$ cat config.mk
export PLATFORM = sky130hd
export DESIGN_NAME = clk_div_mgr
export DESIGN_NICKNAME = d
export VERILOG_FILES = /design/src/rtl/clk_div_mgr.sv
export SDC_FILE = /design/constraint.sdc
export NUM_CORES = 1
export LEC_CHECK = 0
export CAP_MARGIN = 20
export CORE_UTILIZATION = 54
export DETAILED_ROUTE_END_ITERATION = 12
export PLACE_DENSITY = 0.85
export SYNTH_ARGS = -nofsm -noshare
export SYNTH_HDL_FRONTEND = slang
export SYNTH_SLANG_ARGS = --single-unit
$ cat constraint.sdc
create_clock -name clkin -period 2.55 [get_ports clkin]
set_input_delay 0.51 -clock clkin [delete_from_list [all_inputs] [get_ports clkin]]
set_output_delay 0.51 -clock clkin [all_outputs]
set_load 0.05 [all_outputs]
$ cat src/rtl/clk_div_mgr.sv
// Multi-channel programmable clock-enable divider with align/lock sequencing.
// Optional phase stepping is built only when CLK_DIV_MGR_PHASE_STEP_EN is defined.
module clk_div_mgr #(
  parameter int                        NUM_CH      = 3,
  parameter int                        DIV_W       = 8,
  parameter logic [NUM_CH*DIV_W-1:0]   DIV_INIT    = {8'd32, 8'd16, 8'd16},
  parameter int                        LOCK_CYCLES = 16
) (
  input  logic              clkin,
  input  logic              reset,
  input  logic              cfg_valid,
  output logic              cfg_ready,
  input  logic [2:0]        cfg_ch,
  input  logic [DIV_W-1:0]  cfg_div,
  output logic              cfg_err,
  input  logic              ps_pulse,
  input  logic [2:0]        ps_sel,
  output logic [NUM_CH-1:0] clkout,
  output logic [NUM_CH-1:0] clken,
  output logic              lock
);

  localparam int LC_W = $clog2(LOCK_CYCLES + 1);

  typedef enum logic [1:0] {ALIGN, WAIT_LOCK, LOCKED} state_t;

  state_t            state;
  logic [LC_W-1:0]   lock_cnt;
  logic [DIV_W-1:0]  cnt [NUM_CH];
  logic [DIV_W-1:0]  div [NUM_CH];
  logic [NUM_CH-1:0] hold;
  logic              cfg_acc;
  logic              cfg_good;
  logic              cfg_take;

  always_comb begin
    cfg_acc  = cfg_valid && cfg_ready;
    cfg_good = (cfg_div >= DIV_W'(2)) && (int'(cfg_ch) < NUM_CH);
    cfg_take = cfg_acc && cfg_good;
  end

`ifdef CLK_DIV_MGR_PHASE_STEP_EN
  // A phase step freezes one counter for a single cycle; reconfiguration wins.
  always_comb begin
    hold = '0;
    if (state == LOCKED && ps_pulse && !cfg_take) begin
      for (int i = 0; i < NUM_CH; i++) begin
        if (int'(ps_sel) == i) hold[i] = 1'b1;
      end
    end
  end
`else
  logic unused_ps;
  assign unused_ps = ps_pulse ^ (^ps_sel);
  assign hold      = '0;
`endif

  always_ff @(posedge clkin) begin
    if (reset) begin
      state     <= ALIGN;
      lock      <= 1'b0;
      cfg_ready <= 1'b0;
      cfg_err   <= 1'b0;
      lock_cnt  <= '0;
      clkout    <= '0;
      clken     <= '0;
      for (int i = 0; i < NUM_CH; i++) begin
        cnt[i] <= '0;
        div[i] <= DIV_INIT[i*DIV_W +: DIV_W];
      end
    end else begin
      cfg_err <= cfg_acc && !cfg_good;

      // Counter stage feeds the registered clock/enable stage one cycle later
      for (int i = 0; i < NUM_CH; i++) begin
        if (state == ALIGN) begin
          cnt[i]    <= '0;
          clkout[i] <= 1'b0;
          clken[i]  <= 1'b0;
        end else begin
          clkout[i] <= cnt[i] < (div[i] >> 1);
          clken[i]  <= cnt[i] == '0;
          if (!hold[i]) begin
            cnt[i] <= (cnt[i] >= div[i] - DIV_W'(1)) ? '0 : cnt[i] + DIV_W'(1);
          end
        end
        if (cfg_take && int'(cfg_ch) == i) div[i] <= cfg_div;
      end

      if (cfg_take) begin
        state     <= ALIGN;
        lock      <= 1'b0;
        cfg_ready <= 1'b0;
      end else begin
        case (state)
          ALIGN: begin
            state     <= WAIT_LOCK;
            lock_cnt  <= '0;
            lock      <= 1'b0;
            cfg_ready <= 1'b1;
          end
          WAIT_LOCK: begin
            lock_cnt <= lock_cnt + LC_W'(1);
            if (lock_cnt == LC_W'(LOCK_CYCLES - 1)) begin
              state <= LOCKED;
              lock  <= 1'b1;
            end
          end
          LOCKED: begin
            lock <= 1'b1;
          end
          default: begin
            state     <= ALIGN;
            lock      <= 1'b0;
            cfg_ready <= 1'b0;
          end
        endcase
      end
    end
  end

endmodule

* Word level (Yosys, flattened, before mapping)
Memory sizes are Yosys's and may differ from the RTL's.
Cells that the tools add are included.
W data, S select, Z words.
** Storage, ports and cells
- Register bits after elaboration :: 16
- RAM bits :: 48
- Output and inout port bits :: 9
- Memories kept :: 2
** Operators by class
- $add $sub $neg :: 7
- Magnitude comparators :: 8
- Equality and inequality tests :: 6
- Mux-type cells :: 35
- Bitwise logic cells :: 11
- Reductions and logical operators :: 19
** Memories
- cnt :: words 3, width 8, read ports 3, clocked after memory_dff 0, wr ports 3, line 29 : logic [DIV_W-1:0] cnt [NUM_CH];
- div :: words 3, width 8, read ports 3, clocked after memory_dff 0, wr ports 3, line 30 : logic [DIV_W-1:0] div [NUM_CH];
** Operators with widths (count)
- $mux W8 :: 12
- $add A8 B1 Y8 const B :: 3
- $ge A8 B8 Y1 :: 3
- $logic_not A8 Y1 :: 3
- $lt A8 B7 Y1 :: 3
- $sub A8 B1 Y8 const B :: 3
- $mux W1 :: 18
- $pmux W5 S2 :: 1
- $or A1 B1 Y1 :: 9
- $ge A8 B2 Y1 const B :: 1
- $logic_and A1 B1 Y1 :: 7
- $pmux W2 S3 :: 1
- $reduce_or A2 Y1 :: 3
- $add A5 B1 Y5 const B :: 1
- $eq A5 B4 Y1 const B :: 1
- $pmux W1 S2 :: 2
- $reduce_and A2 Y1 :: 2
- $eq A3 B2 Y1 const B :: 1
- $eq A3 B3 Y1 const B :: 1
- $logic_not A3 Y1 :: 1
- $lt A3 B2 Y1 const B :: 1
- $eq A2 B1 Y1 const B :: 1
- $eq A2 B2 Y1 const B :: 1
- $logic_not A2 Y1 :: 1
- other kinds (5) :: 6

* Depth between registers and ports, before layout
Gate-level depths: netlist of the first run.
- Depth after elaboration :: 8
- Mapped depth :: 10

* Worst setup path after synthesis of the first run
Ideal clock, no wire load.
- Path kind :: flip-flop to flip-flop
- Start :: memory div[0][2]
- End :: memory cnt[0][2] (data pin)
- Arrival time :: 2313 ps
- Slack :: -45 ps
- Cell stages (with the launch flop) :: 10
- Buffers on the path :: 0
- Period minus slack after synthesis :: 2595 ps
- Cell sequence :: edfxtp_1 nor3_1 nand2_1 nor4_1 xnor2_1 ha_1 and4_1 o21ai_0 o31ai_1 nor2_1
** RTL lines (line)
- start: declaration :: 30
- end: declaration :: 29

==> metrics.cfg, run 1 <==
[critical_path]
rr_endpoint=cnt[0][5]
crit_type=reg -> reg
crit_start=div[0][2]
critPathLaunchType=register
worstSetupEndpointType=register
worst_ep_required_time_ns=2.75
rr_worst_depth=10
arrival_ns=2.82
crit_fanout=8
rrSetupSlack_ns=-0.08
reg2reg_from=div[0][2]

[floorplan]
floorplan.core_area_um2=7210
pin_count=27
die_x_um=88.2
row_count=31
die_h_um=88.2
dieArea_um2=7770
initial_core_util_pct=55.6

[worst_hold_path]
min_delay_path_depth=2
holdCritPathClass=reg -> reg
hold_path_end=lock_cnt[4]
hold_path.startpoint=lock_cnt[4]

[power_and_ir_drop]
comb_power_share_pct=27.8
power_density_nw_per_um2=647
p_seq_share_pct=42.7
clock_power_share_pct=29.6
p_leak_nw=1.98
switching_share_pct=33.1
vdd_ir_drop_max_mv=0.590
p_int_mw=2.12
power.total_mw=3.16
p_switching_mw=1.05

[finish]
fin_util_pct=67.7
multi_input_area_um2=2300
final-seq-area_um2=1760
instances_no_fill=547
area_growth_pct=21.8
final_nets=517
drive_gt1_share_pct=11.2
post-route-cell-area_um2=4880
fillCellCount=521
layout_common_cells=ha_1, edfxtp_1, inv_1
diodes=0
mostFrequentLayoutCell=ha_1

[synthesis]
syn_area_um2=4010
netlist-cell-type-count=41
ys_seq_elements=64
synth_cells=374
seq_area_frac_synth_pct=43.9
yosys_warnings=0
syn_avg_cell_area_um2=10.7

[timing]
tightest_slew_ns=0.833
period_share_pct=103
fin_crit_ns=2.63
clock.fmax_mhz=381
skew_ns=0.0137
whs_ns=0.477
tns_ns=-0.405
report.final.slew_viol_count=0
rsz0062_at_grt=yes
finalSetupViolCount=8
max_slew_margin_pct=43.0
hold_viol=0
fin_ws_ns=-0.0754

[clocking]
cts.clk_slew.worst_paths_ns=0.08
cts_buffers=9
clock_sinks=64
cts_buffer_depth=2
clk_latency_ns=0.36
cts-root-buf=clkbuf_8
h-tree-depth=3
cts_tree=done

[outcome]
violations=setup timing
status=finished, violations left

[drt]
via_per_inst=5.51
vias=3013
wl_per_cell_um=15.5
drt_iter0_drc=154
remaining_drc_errors=0
drt-pass1-iter-count=4
ant_nets=0
routed_wl_um=8510

[place]
io_buffers=22
dpl_worst_slack_ns=-0.193
dp_cells=526
place_congestion=0.853
place_hpwl_um=5990
placed_area_um2=4520

[global_route]
grt_max_degree=13
grt_pass1_vias=2925
grt_overflow=0
antenna_found_initial=0
grt_pass1_wl_um=13300
grt_usage_pct=23.1

[run]
drv_cap=0

synthesized netlist by cell type:
| library cell | count | share of area (%) |
|---|---|---|
| o21a_1 | 6 | 1.1 |
| or3b_2 | 1 | 0.22 |
| xor2_1 | 15 | 3.3 |
| and3_1 | 7 | 1.1 |
| nor3_1 | 19 | 2.4 |
| a21o_1 | 8 | 1.5 |
| mux2i_1 | 4 | 1.0 |
| clkbuf_1 | 3 | 0.28 |
| edfxtp_1 | 48 | 36 |
| nand3b_1 | 6 | 1.1 |
| dfxtp_1 | 16 | 8.0 |
| and4_1 | 2 | 0.44 |
| a31o_2 | 1 | 0.22 |
| a211oi_1 | 4 | 0.75 |
| a21oi_1 | 6 | 0.75 |
| xnor2_1 | 21 | 4.6 |
| nand2_1 | 7 | 0.66 |
| nand4b_1 | 1 | 0.22 |
| a31oi_1 | 3 | 0.47 |
| nor2_1 | 25 | 2.3 |
| or4_4 | 1 | 0.28 |
| o211a_4 | 1 | 0.44 |
| o21ai_0 | 8 | 1.0 |
| o211ai_1 | 2 | 0.37 |
| or2_2 | 1 | 0.16 |
| ha_1 | 56 | 17 |
| nand3_1 | 21 | 2.6 |
| or4b_1 | 1 | 0.25 |
| or3_1 | 2 | 0.31 |
| nand4_1 | 1 | 0.16 |
| nor4_1 | 5 | 0.78 |
| conb_1 | 1 | 0.094 |
| nor3b_1 | 2 | 0.37 |
| and2_1 | 9 | 1.4 |
| o31ai_1 | 2 | 0.37 |
| o2111ai_1 | 4 | 0.87 |
| nor2b_1 | 1 | 0.16 |
| nand2b_1 | 9 | 1.4 |
| a211o_1 | 1 | 0.22 |
| a2111oi_0 | 7 | 1.5 |
| inv_1 | 36 | 3.4 |
area by class of cell:
cell class	instances	area share (%)
clock buffers	10	3.05
clock inverters	6	1.36
inverters	36	2.77
multi-input cells	294	47.1
flip-flops and latches	64	36.1
well taps	99	2.54
repair buffers	38	7.12
timing repair:
| item | 4_1_cts | 5_1_grt |
|---|---|---|
| gates resized for setup | 5 | 17 |
| hold endpoints to repair | 0 | 0 |
| hold buffers | 0 | 0 |
| setup endpoints to repair | 16 | 21 |
| buffers inserted | 0 | 5 |
| pin swaps | 2 | 15 |
worst max-delay path by stage:
stage	slack (ns)	endpoint
2_1_floorplan	0.10	cnt[0][2]
4_1_cts	0.003	cnt[0][5]
6_report	-0.08	cnt[0][5]
3_5_place_dp	-0.19	cnt[0][4]
3_3_place_gp	-0.07	cnt[1][7]
5_1_grt	-0.17	cnt[0][5]
flip-flops by register name, indices dropped and copies added, names as in the netlist:
register and count:
cfg_err 1, lock_cnt 5, lock 1, div 24, clken 3, cnt 24
state 2, clkout 3, cfg_ready 1
worst max-delay path: stages, from the launching register on:
cell and delay, ns:
edfxtp_1 0.41, nor3_2 0.23, nand2_1 0.13, nor4_2 0.26, xnor2_1 0.12, ha_1 0.36
buf_6 0.14, a2111oi_4 0.29, o21a_1 0.25, o31ai_4 0.14, nor2_1 0.15
cell families (layout without fill, tap and decap cells):
kind of cell,after synthesis,count (layout),synth area share (%)
fa+ha+maj,56,56,17.5
compound gates,53,53,9.61
flops,64,64,43.9
buf+inv,39,90,3.65
xor+xnor,36,36,7.87
simple gates,121,121,16.4
mux,4,4,0.999
other cells,1,24,0.0935
per-layer routing:
metal  up-vias  global-route usage, %  routed length, um
met4         0                   13.5                328
met3        28                   4.24                284
li1       1478                      -                  -
met2        78                   39.0               4180
met1      1429                   27.6               3710
met5         -                      0                  0
power groups by stage:
stage,registers (mW),logic (mW),clock network (mW)
floorplan,1.42,0.481,0
global placement,1.36,0.750,0
detailed placement,1.37,0.791,0
CTS,1.35,0.815,0.945
global route,1.37,0.965,0.992
finish,1.35,0.878,0.935
Note: power is estimated with default switching activity, not from simulation.
==> run 2, diff against run 1 <==
--- a/config.mk
+++ b/config.mk
@@ -6,9 +6,9 @@
 export NUM_CORES = 1
 export LEC_CHECK = 0
 export CAP_MARGIN = 20
-export CORE_UTILIZATION = 54
+export CORE_UTILIZATION = 60
 export DETAILED_ROUTE_END_ITERATION = 12
-export PLACE_DENSITY = 0.85
+export PLACE_DENSITY = 0.89
 export SYNTH_ARGS = -nofsm -noshare
 export SYNTH_HDL_FRONTEND = slang
 export SYNTH_SLANG_ARGS = --single-unit
==> constraint.sdc (replaced) <==
create_clock -name clkin -period 2.85 [get_ports clkin]
set_input_delay 0.57 -clock clkin [delete_from_list [all_inputs] [get_ports clkin]]
set_output_delay 0.57 -clock clkin [all_outputs]
set_load 0.05 [all_outputs]
==> run 2 against run 1 <==
The flow now finishes without violations; sequential share of layout area rose by 1.9 points; non-clock buffer count fell by 10; sequential cell count unchanged; largest cell class unchanged; critical path type unchanged; die area decreased by 9.8%; design area down 5.1%; register-to-register slack better by 0.24 ns; sequential power down 10%; largest power group unchanged; cell count is 5.9% lower; count of clock-buffer cells in the layout fell by 1; critical path depth unchanged.
==> metrics.cfg, run 2 (synthesis results as in run 1) <==
[timing]
fin_ws_ns=0.167
period_share_pct=94.1
max_slew_margin_pct=44.6
report.final.slew_viol_count=0
hold_viol=0
tightest_slew_ns=0.810
rsz0062_at_grt=no
finalSetupViolCount=0
whs_ns=0.483
skew_ns=0.0108
tns_ns=0
clock.fmax_mhz=373
fin_crit_ns=2.68

[run]
drv_cap=0

[critical_path]
slowest_stage=a2111oi_1
worst_ep_required_time_ns=3.07
path_cells=nor3_2, nand2_1, nor4_1, xnor2_1, ha_1, a2111oi_1, o21a_1, o31ai_1, buf_4, nor2_1
crit_type=reg -> reg
crit_family=simple AND/OR/NAND/NOR gates
worstSetupEndpointType=register
path_depth=10
rr_worst_depth=10
critPathLaunchType=register
crit_fanout=8
cp_num_buf_inv=1
slowest_delay_ns=0.46
arrival_ns=2.90

[clocking]
cts_buffer_depth=2
clk_latency_ns=0.35
cts-root-buf=clkbuf_8
cts_tree=done
cts_buffers=9
clock_sinks=64
cts.clk_slew.worst_paths_ns=0.08
h-tree-depth=3

[power_and_ir_drop]
vdd_ir_drop_max_mv=0.399
p_leak_nw=1.90
power.total_mw=2.65
power_density_nw_per_um2=572

[finish]
layout_common_cells=ha_1, edfxtp_1, inv_1
largest_registers=cnt (24), div (24), lock_cnt (5)
area_growth_pct=15.7
post-route-cell-area_um2=4640
fin_util_pct=72.6
drive_gt1_share_pct=6.39
multi_input_area_um2=2210
mostFrequentLayoutCell=ha_1
final-seq-area_um2=1760
instances_no_fill=515
diodes=0
fillCellCount=429
final_nets=507

[drt]
routed_wl_um=8460
via_per_inst=5.90
ant_nets=0
wl_per_cell_um=16.4
drt-pass1-iter-count=5
drt_iter0_drc=197
remaining_drc_errors=0
vias=3039

[global_route]
grt_pass1_wl_um=13900
antenna_found_initial=0
grt_overflow=0
grt_usage_pct=25.5
grt_pass1_vias=3042
grt_max_degree=13

[worst_hold_path]
min_delay_path_depth=2
holdCritPathClass=reg -> reg

[place]
io_buffers=22
placed_area_um2=4450
place_hpwl_um=6140
dp_cells=499
place_congestion=0.839
dpl_worst_slack_ns=-0.111

[floorplan]
floorplan.core_area_um2=6390
pin_count=27
initial_core_util_pct=62.8
dieArea_um2=7010
die_h_um=83.7
row_count=29
die_x_um=83.7

[outcome]
status=complete, no violations

run 2: path summary, 6_finish.rpt:
kind / to / slack (ns) / from
min reg2reg: lock_cnt[4] / 0.48 / lock_cnt[4]
max: cnt[1][7] / 0.17 / div[0][9]
max reg2reg: cnt[1][7] / 0.17 / div[0][9]
min: lock_cnt[4] / 0.48 / lock_cnt[4]
run 2: layer usage:
metal  up-vias  wire [um]  track usage [%]
met4         0        210             10.3
met2       100       4230             43.5
met1      1454       3560             31.0
li1       1463          -                -
met5         -          0                0
met3        22        458             5.93
run 2: report_power, final:
group	leakage, nW	switching [mW]	internal (mW)
Sequential	0.616	0.104	1.11
Combinational	1.20	0.436	0.303
Clock	0.0870	0.390	0.315
run 2: cell type report:
type	count	share of cell area [%]
tap	77	2.08
inverter	36	2.91
sequential	64	38.0
clock inverter	7	1.03
multi-input combinational	294	47.6
clock buffer	9	2.67
timing repair buffer	28	5.72
run 2: worst register-to-register path: stages, from the launching register on:
cell       delay [ns]
edfxtp_1         0.44
nor3_2           0.25
nand2_1          0.12
nor4_1           0.28
xnor2_1          0.17
ha_1             0.28
a2111oi_1        0.46
o21a_1           0.18
o31ai_1          0.06
buf_4            0.19
nor2_1           0.10
run 2: what timing repair did:
action | 4_1_cts | 5_1_grt
setup buffers | 0 | 0
setup endpoints to repair | 8 | 16
hold buffers | 0 | 0
gates resized for setup | 1 | 3
==> run 3, diff against run 2 <==
--- a/config.mk
+++ b/config.mk
@@ -9,6 +9,7 @@
 export CORE_UTILIZATION = 60
 export DETAILED_ROUTE_END_ITERATION = 12
 export PLACE_DENSITY = 0.89
+export RECOVER_POWER = 50
 export SYNTH_ARGS = -nofsm -noshare
 export SYNTH_HDL_FRONTEND = slang
 export SYNTH_SLANG_ARGS = --single-unit
==> run 3 against run 2 <==
Clock skew fell by 0.00082 ns; worst hold slack improved by 0.0012 ns; count of clock-buffer cells in the layout did not move; routed wire length fell by 0.59%; via count fell by 0.59%; sequential cell count did not move; combinational power fell by 2%; sequential share of layout area rose by 0.12 points; critical path depth did not move; global-route usage did not move; design area fell by 0.32%; core utilization fell by 0.24 points.
==> metrics.cfg, run 3 (synthesis results as in run 1) <==
[power_and_ir_drop]
power.total_mw=2.64
comb_power_share_pct=27.5
vdd_ir_drop_max_mv=0.390
switching_share_pct=35.2
p_int_mw=1.71
p_switching_mw=0.930
p_seq_share_pct=45.8
p_leak_nw=1.93
power_density_nw_per_um2=571
clock_power_share_pct=26.8

[global_route]
top_usage_layer=met2
antenna_found_initial=0
grt_overflow=0
grt_pass1_vias=3042
grt_pass1_wl_um=13900
grt_usage_pct=25.5
grt_max_degree=13
grtUsageMet1_pct=31.0
met2_usage_pct=43.5
met3_usage_pct=5.93

[drt]
routed_wl_um=8410
drt_iter0_drc=181
vias=3021
remaining_drc_errors=0
via_per_inst=5.87
wl_per_cell_um=16.3
drt-pass1-iter-count=4
ant_nets=0

[finish]
largest_registers=cnt (24), div (24), lock_cnt (5)
final-seq-area_um2=1760
multi_input_area_um2=2200
fillCellCount=430
area_growth_pct=15.3
final_nets=507
instances_no_fill=515
drive_gt1_share_pct=5.25
mostFrequentLayoutCell=ha_1
diodes=0
fin_util_pct=72.4
post-route-cell-area_um2=4620
layout_common_cells=ha_1, edfxtp_1, inv_1

[timing]
max_slew_margin_pct=44.6
rsz0062_at_grt=no
period_share_pct=93.3
report.final.slew_viol_count=0
clock.fmax_mhz=376
tightest_slew_ns=0.810
fin_ws_ns=0.192
whs_ns=0.484
skew_ns=0.00999
fin_crit_ns=2.66
finalSetupViolCount=0
tns_ns=0
hold_viol=0

[clocking]
cts_tree=done
cts_buffers=9
cts_buffer_depth=2
h-tree-depth=3
cts_setup_buffers=0
cts.clk_slew.worst_paths_ns=0.08
clk_latency_ns=0.35
cts-root-buf=clkbuf_8
clock_sinks=64

[outcome]
status=complete, no violations

[floorplan]
pin_count=27
die_x_um=83.7
row_count=29
floorplan.core_area_um2=6390
die_h_um=83.7
initial_core_util_pct=62.8
dieArea_um2=7010

[place]
place_congestion=0.839
dp_cells=499
placed_area_um2=4450
dpl_worst_slack_ns=-0.111
place_hpwl_um=6140
io_buffers=22

[critical_path]
crit_fanout=8
worstSetupEndpointType=register
worst_ep_required_time_ns=3.07
arrival_ns=2.87
critPathLaunchType=register
crit_type=reg -> reg
rr_worst_depth=10

[run]
drv_cap=0

[worst_hold_path]
min_delay_path_depth=2
holdCritPathClass=reg -> reg

## run 3: per-layer routing
metal  up-vias  share of wire (%)
met1      1449                 42
met5         -                  0
li1       1461                  -
met4         0                2.3
met2        92                 50
met3        19                5.3
## run 3: cell type report
class                   instances  share of cell area (%)
clock inverters                 7                    1.03
repair buffers                 28                    5.66
clock buffers                   9                    2.68
multi-input cells             294                    47.5
flip-flops and latches         64                    38.1
well taps                      77                    2.08
inverters                      36                    2.92
## run 3: power groups by stage
stage	Clock, mW	Combinational (mW)	Sequential (mW)
after floorplan	0	0.425	1.27
after global placement	0	0.654	1.22
after detailed placement	0	0.706	1.23
after CTS	0.708	0.726	1.21
after global routing	0.753	0.792	1.22
final	0.707	0.725	1.21
## run 3: path summary, 6_finish.rpt
check               from           to  slack (ns)
min          lock_cnt[4]  lock_cnt[4]        0.48
max reg2reg    div[0][9]    cnt[1][5]        0.19
max            div[0][9]    cnt[1][5]        0.19
min reg2reg  lock_cnt[4]  lock_cnt[4]        0.48
## run 3: timing repair
item	CTS	global route
hold buffers	0	0
pin swaps	0	0
endpoints found under the setup margin	8	16
gates resized for setup	1	3
hold endpoints to repair	0	0
## run 3: worst max-delay path: stages, from the launching register on
cell and delay, ns:
edfxtp_1 0.45, nor3_2 0.25, nand2_1 0.12, nor4_1 0.26, xnor2_1 0.16, ha_1 0.28, a2111oi_1 0.46, o21a_1 0.18
o31ai_1 0.06, buf_4 0.19, nor2_1 0.10
